$ cat src/rtl/booth_pkg.sv
// Shared definitions for the sequential Booth multiplier: FSM encoding and
// the iteration-counter width helper.
package booth_pkg;

  typedef enum logic [1:0] {
    ST_IDLE = 2'b00,
    ST_RUN  = 2'b01,
    ST_DONE = 2'b10
  } state_t;

  // Counter must hold the value N itself, hence the extra bit.
  function automatic int count_w(input int n);
    return $clog2(n) + 1;
  endfunction

endpackage

$ cat src/rtl/adder_substractor.sv
// n-bit two's-complement adder/subtractor: s = x + y when add_n = 0,
// s = x - y when add_n = 1.
module adder_substractor #(
  parameter int n = 4
) (
  input  logic [n-1:0] x,
  input  logic [n-1:0] y,
  input  logic         add_n,
  output logic [n-1:0] s,
  output logic         cout,
  output logic         overflow
);

  logic [n-1:0] w_y_inv;

  // Subtraction reuses the adder as x + ~y + 1.
  assign w_y_inv       = y ^ {n{add_n}};
  assign {cout, s}     = {1'b0, x} + {1'b0, w_y_inv} + {{n{1'b0}}, add_n};
  assign overflow      = (x[n-1] == w_y_inv[n-1]) && (s[n-1] != x[n-1]);

endmodule

$ cat src/rtl/booth_multiplier_seq.sv
// Sequential radix-2 Booth multiplier: one add/sub/no-op plus arithmetic
// shift right per cycle on an N+1-bit partial product; result after N cycles.
module booth_multiplier_seq
  import booth_pkg::*;
#(
  parameter int N = 4
) (
  input  logic           clk,
  input  logic           reset_n,
  input  logic           start,
  input  logic [N-1:0]   multiplicand,
  input  logic [N-1:0]   multiplier,
  output logic           busy,
  output logic           done,
  output logic [2*N-1:0] product
);

  localparam int CW = count_w(N);

  state_t              r_state;
  state_t              w_next;
  logic signed [N:0]   r_a;
  logic signed [N:0]   r_mx;
  logic [N-1:0]        r_q;
  logic                r_q1;
  logic [CW-1:0]       r_count;
  logic [2*N-1:0]      r_product;
  logic                r_busy;
  logic                r_done;

  logic                w_add_n;
  logic [N:0]          w_sum;
  logic [N:0]          w_a_sel;
  logic [N:0]          w_a_sh;
  logic [N-1:0]        w_q_sh;
  logic                w_q1_sh;
  logic                w_last;
  logic                w_unused_cout;
  logic                w_unused_ovf;

  // Booth decode: 10 subtracts, 01 adds, 00/11 keep A.
  assign w_add_n = r_q[0] & ~r_q1;

  adder_substractor #(
    .n(N + 1)
  ) u_addsub (
    .x       (r_a),
    .y       (r_mx),
    .add_n   (w_add_n),
    .s       (w_sum),
    .cout    (w_unused_cout),
    .overflow(w_unused_ovf)
  );

  assign w_a_sel = (r_q[0] ^ r_q1) ? w_sum : r_a;

  // Arithmetic shift right of {A', Q, q_1}, replicating the sign of A'.
  assign {w_a_sh, w_q_sh, w_q1_sh} = {w_a_sel[N], w_a_sel, r_q};

  assign w_last = (r_count == CW'(N - 1));

  always_comb begin
    w_next = r_state;
    case (r_state)
      ST_IDLE: if (start)  w_next = ST_RUN;
      ST_RUN:  if (w_last) w_next = ST_DONE;
      ST_DONE:             w_next = ST_IDLE;
      default:             w_next = ST_IDLE;
    endcase
  end

  always_ff @(posedge clk or negedge reset_n) begin
    if (!reset_n) begin
      r_state   <= ST_IDLE;
      r_a       <= '0;
      r_mx      <= '0;
      r_q       <= '0;
      r_q1      <= 1'b0;
      r_count   <= '0;
      r_product <= '0;
      r_busy    <= 1'b0;
      r_done    <= 1'b0;
    end else begin
      r_state <= w_next;
      r_busy  <= (w_next == ST_RUN);
      r_done  <= (w_next == ST_DONE);
      case (r_state)
        ST_IDLE: begin
          if (start) begin
            r_a     <= '0;
            r_mx    <= {multiplicand[N-1], multiplicand};
            r_q     <= multiplier;
            r_q1    <= 1'b0;
            r_count <= '0;
          end
        end
        ST_RUN: begin
          r_a     <= w_a_sh;
          r_q     <= w_q_sh;
          r_q1    <= w_q1_sh;
          r_count <= r_count + CW'(1);
          if (w_last) r_product <= {w_a_sh[N-1:0], w_q_sh};
        end
        default: ;
      endcase
    end
  end

  assign busy    = r_busy;
  assign done    = r_done;
  assign product = r_product;

endmodule

$ cat config.mk
export PLATFORM = sky130hd
export DESIGN_NAME = booth_multiplier_seq
export DESIGN_NICKNAME = d
export VERILOG_FILES = /design/src/rtl/booth_pkg.sv /design/src/rtl/adder_substractor.sv /design/src/rtl/booth_multiplier_seq.sv
export SDC_FILE = /design/constraint.sdc
export NUM_CORES = 1
export LEC_CHECK = 0
export CAP_MARGIN = 20
export CORE_MARGIN = 2
export CORE_UTILIZATION = 35
export DETAILED_ROUTE_END_ITERATION = 8
export GPL_TIMING_DRIVEN = 0
export PLACE_DENSITY = 0.55
export RECOVER_POWER = 25
export SLEW_MARGIN = 10
export SYNTH_ARGS = -nofsm -noshare
export SYNTH_HDL_FRONTEND = slang
export SYNTH_HIERARCHICAL = 1
export SYNTH_SLANG_ARGS = --single-unit
export TNS_END_PERCENT = 1
$ cat constraint.sdc
create_clock -name clk -period 4.8 [get_ports clk]
set_input_delay 0.96 -clock clk [delete_from_list [all_inputs] [get_ports clk]]
set_output_delay 0.96 -clock clk [all_outputs]
set_load 0.03 [all_outputs]
-- Word-level counts from Yosys, hierarchy flattened
Index checks and enable logic that the tools add are counted.
- $add $sub $neg: 3
- equal/unequal tests: 5
- mux-type cells: 12
- bitwise operators: 4
- reductions and logical operators: 5
- operators by type and width (kind ; count):
    5-bit 2-to-1 mux ; 2
    5-bit one-hot mux with 2 select lines ; 1
    4-bit one-hot mux with 2 select lines ; 1
    3-bit one-hot mux with 2 select lines ; 1
    2-bit AND reduction ; 3
    5-bit by 1-bit adder with 5-bit output ; 1
    5-bit adder ; 1
    5-bit XOR ; 1
    2-bit by 1-bit == test with 1-bit output, second input constant ; 2
    2-bit 2-to-1 mux ; 2
    4-bit 2-to-1 mux ; 1
    2-bit one-hot mux with 2 select lines ; 1
    3-bit by 1-bit adder with 3-bit output, second input constant ; 1
    3-bit by 2-bit == test with 1-bit output, second input constant ; 1
    3-bit 2-to-1 mux ; 1
    2-bit == test, second input constant ; 1
    2-bit logical NOT ; 1
    2-bit inequality test, second input constant ; 1
    1-bit one-hot mux with 2 select lines ; 1
    2-bit nonzero test ; 1
    1-bit bitwise AND ; 1
    1-bit 2-to-1 mux ; 1
    1-bit NOT ; 1
    1-bit XOR ; 1
- flip-flop bits (word level): 29
- input port bits: 11
- output and inout port bits: 10
- logic and storage cells: 38

-- Longest topological paths before layout
- depth in word-level cells: 7
- mapped depth: 11
- depth with buffers taken out: 10

-- Cells and area by module
The synthesis kept the hierarchy.
- by module, submodules not included (module ; instances ; cells an instance ; area each (µm²) ; seq. area each (µm²)):
    booth_multiplier_seq ; 1 ; 98 ; 1213.7 ; 700.7
    adder_substractor ; 1 ; 32 ; 269.0 ; 0.0

-- Worst setup path before layout
OpenSTA, ideal clock, no wires.
- path kind: register -> register
- start point: register r_q[0]
- end point: register r_product[7] (netlist: product[7])
- library setup time: 0.076 ns
- arrival time: 2.055 ns
- data required time: 4.724 ns
- setup slack: 2.669 ns
- stages on the path, launching flop included: 11
- buffers on the path: 1
- clock period less this slack: 2.131 ns
- cells stage by stage: dfrtp_1 > ha_1 > buf_6 > xor2_1 > inv_1 > fa_1 > nand2b_1 > a22oi_2 > xor2_1 > mux2i_1 > o21ai_1
- cells in the longest elaborated chain, start to end: 5
- elaborated cells on any way between the ends: 6
- classes of those cells: add/sub: 2; mux: 1; bitwise: 3
- ends and longest elaborated chain (what ; RTL line ; source):
    from (decl) ; booth_multiplier_seq.sv:24 ; logic [N-1:0] r_q;
    from (signal assigned) ; booth_multiplier_seq.sv:92 ; r_q <= multiplier;
    from (signal assigned) ; booth_multiplier_seq.sv:99 ; r_q <= w_q_sh;
    1-bit bitwise AND (*) ; booth_multiplier_seq.sv:42 ; assign w_add_n = r_q[0] & ~r_q1;
    via w_add_n ; booth_multiplier_seq.sv:31 ; logic w_add_n;
    5-bit XOR ; adder_substractor.sv:17 ; assign w_y_inv = y ^ {n{add_n}};
    5-bit adder ; adder_substractor.sv:18 ; assign {cout, s} = {1'b0, x} + {1'b0, w_y_inv} + {{n{1'b0}}, add_n};
    5-bit by 1-bit adder with 5-bit output (*) ; adder_substractor.sv:18 ;
    via w_sum[4] ; booth_multiplier_seq.sv:32 ; logic [N:0] w_sum;
    5-bit 2-to-1 mux (*) ; booth_multiplier_seq.sv:55 ; assign w_a_sel = (r_q[0] ^ r_q1) ? w_sum : r_a;
    to (signal assigned) ; booth_multiplier_seq.sv:102 ; if (w_last) r_product <= {w_a_sh[N-1:0], w_q_sh};
    to (decl) ; booth_multiplier_seq.sv:27 ; logic [2*N-1:0] r_product;
The timed path passes the listed nets; every way through them passes the cells marked *.
A chain may end at the register's enable or synchronous reset.

-- Worst setup path after layout
Same ends and word-level chain as after synthesis.

==> qor.csv <==
stage,metric,value,unit
status,status,finished with violations,
status,violations,"capacitance limit, slew limit",
routing,num_vias,958,
setup_path,cp_common_cell,xor2_1,
floorplan,chipWidth,68.0,um
setup_path,rr_startpoint,r_q[0]$_DFFE_PN0P_,
routing,detail-route-antenna-nets,0,
timing,skew,0.00665,ns
clocking,cts_tree,built,
timing,whs,0.484,ns
floorplan,core_area,3970,um^2
synth,syn_avg_cell_area,11.6,um^2
global_routing,grt_pass1_wl,4620,um
clocking,post-cts-setup-buffer-count,0,
clocking,path_clk_slew,0.10,ns
clocking,clkLatencyLatePin,0.27,ns
timing,rsz0062_at_grt,no,
routing,drt_iter0_markers,28,
timing,final.period_utilization,48.4,%
floorplan,die_h,68.0,um
setup_path,worst_setup_path_start_kind,register,
timing,final-setup-viol-count,0,
layout,nets,168,
place,io_buffers,20,
setup_path,arrival,2.53,ns
global_routing,grt_use_total,13.3,%
clocking,hold_buffers,0,
setup_path,cpMaxStageDelayCell,dfrtp_1,
setup_path,end_kind,register,
global_routing,grt_pass1_vias,995,
floorplan,row_count,23,
layout,diodes,0,
flow_run,drv_cap,1,
setup_path,cp.required,5.01,ns
synth,synth_fp_nets,143,
power,powerDensity,836,nW/um^2
timing,finalCriticalPeriod,2.32,ns
layout,layout-drive-gt1-share,14.9,%
global_routing,overflow,0,
synth,syn_area,1430,um^2
clocking,cts_resized,0,
layout,multi_input_area,659,um^2
power,internal-power,0.865,mW
clocking,htreeDepth,1,
floorplan,ioPinCount,21,
timing,final_hold_viol_count,0,
timing,drv_slew,29,
timing,max-slew-margin-rel,-1.76,%
power,power_frac_seq,29.5,%
power,leakagePower,0.810,nW
synth,syn_inst,124,
clocking,clock-sinks,28,
global_routing,antenna_found_initial,0,
power,p_comb_share,58.0,%
floorplan,initial_core_util,36.1,%
routing,via_per_inst,4.84,
routing,post_drt_wl_per_cell,13.5,um
clocking,cts_made_buffers,3,
setup_path,cp_cell_sequence,ha_1 -> buf_6 -> xor2_1 -> inv_1 -> fa_1 -> nand2b_1 -> a22oi_2 -> xor2_1 -> mux2i_1 -> o21ai_1,
place,gp_congestion,0.846,
clocking,cts_max_path_buffers,2,
clocking,root_buffer,clkbuf_8,
setup_path,critPathKind,register to register,
layout,final_cells,198,
timing,worstMarginPinSlew,1.53,ns
floorplan,dieArea,4620,um^2
setup_path,reg2regPathDepth,10,
layout,regArea,701,um^2
setup_path,r2r-end,product[7]$_DFFE_PN0P_,
global_routing,grt_max_degree,29,
setup_path,cp_max_fo,5,
timing,tns,0,ns
layout,area_growth,22.9,%
power,sw_frac_of_total,41.3,%
hold_path,whs_path_depth,2,
timing,max_freq,430,MHz
routing,wl,2670,um
routing,dr.pass1.iters,4,
power,p_sw,0.608,mW
power,pwr-share-clk,12.5,%
layout,n_fill_cell,395,
place,hpwlAfterDp,2020,um
place,numPlacedInstances,194,
setup_path,reg2reg_slack,2.48,ns
setup_path,crit_start,r_q[0]$_DFFE_PN0P_,
power,peakVddDrop,237,uV
synth,yosysWarnings,6,
setup_path,max_stage_delay,0.43,ns
setup_path,crit_end,product[7]$_DFFE_PN0P_,
routing,route.detailed.drc,0,
hold_path,hold_path.class,register to register,
routing by layer:
layer	GRT usage, %	up-vias	wire [um]
met5	0	-	0
met4	4.50	0	22
met3	2.14	2	69
met2	23.8	8	1340
met1	16.2	466	1230
li1	-	482	-
how the worst min path moves through the flow:
stage	slack, ns	endpoint	start
5_1_grt	0.54	product[0]$_DFFE_PN0P_	product[0]$_DFFE_PN0P_
2_1_floorplan	0.45	r_count[2]$_DFFE_PN0P_	r_count[2]$_DFFE_PN0P_
6_report	0.48	product[3]$_DFFE_PN0P_	product[3]$_DFFE_PN0P_
3_5_place_dp	0.47	product[3]$_DFFE_PN0P_	product[3]$_DFFE_PN0P_
4_1_cts	0.49	product[3]$_DFFE_PN0P_	product[3]$_DFFE_PN0P_
3_3_place_gp	0.47	r_count[2]$_DFFE_PN0P_	r_count[2]$_DFFE_PN0P_
stage by stage:
step                power (mW)  worst slack, ns  instance area, um^2  utilization (%)
floorplan                 1.08             2.70                 1430                -
global placement          1.27             2.32                 1700             42.7
detailed placement        1.31             2.41                 1690             42.6
CTS                       1.50             2.47                 1760             44.4
global route              1.62             2.28                 1760             44.4
finish                    1.47             2.48                 1760             44.4
flip-flops by register name, indices dropped and copies added, names as in the netlist:
signal   flops
product      8
r_a          4
r_mx         4
r_q          4
r_count      3
r_state      2
busy         1
done         1
r_q1         1
critical path: cells and delay by family (launching register included):
family,cells,cell delay (ns)
adders and majority gates,2,0.64
xor gates and xnor gates,2,0.43
DFF,1,0.43
AOI/OAI and AO/OA,2,0.25
buffers and inverters,2,0.21
and+or+nand+nor,1,0.17
muxes,1,0.11
power groups by stage:
stage	Clock, mW	Sequential (mW)	Combinational [mW]
2_1_floorplan	0	0.494	0.586
3_3_place_gp	0	0.435	0.838
3_5_place_dp	0	0.441	0.867
4_1_cts	0.194	0.436	0.872
5_1_grt	0.201	0.456	0.966
6_report	0.184	0.434	0.855
cell type report:
type                       count  area share [%]
multi-input combinational     80            37.4
clock buffer                   3            2.34
inverter                      12            2.56
buffer                         4            1.63
sequential                    28            39.8
tap                           50            3.55
clock inverter                 1            1.70
timing repair buffer          20            11.0
cells in the final DEF, fill, tap and decap left out, drive strengths merged:
master	instances
a21oi	7
a221oi	1
a22o	2
a22oi	1
and2b	1
buf	4
bufinv	1
clkbuf	4
clkdlybuf4s50	19
dfrtp	28
fa	1
ha	7
inv	12
mux2	7
mux2i	6
nand2	11
nand2b	3
nand3b	2
nor2	3
o21ai	12
o21bai	1
o22ai	7
xnor2	2
xor2	6
No activity file was read; power rests on OpenSTA's default activity.
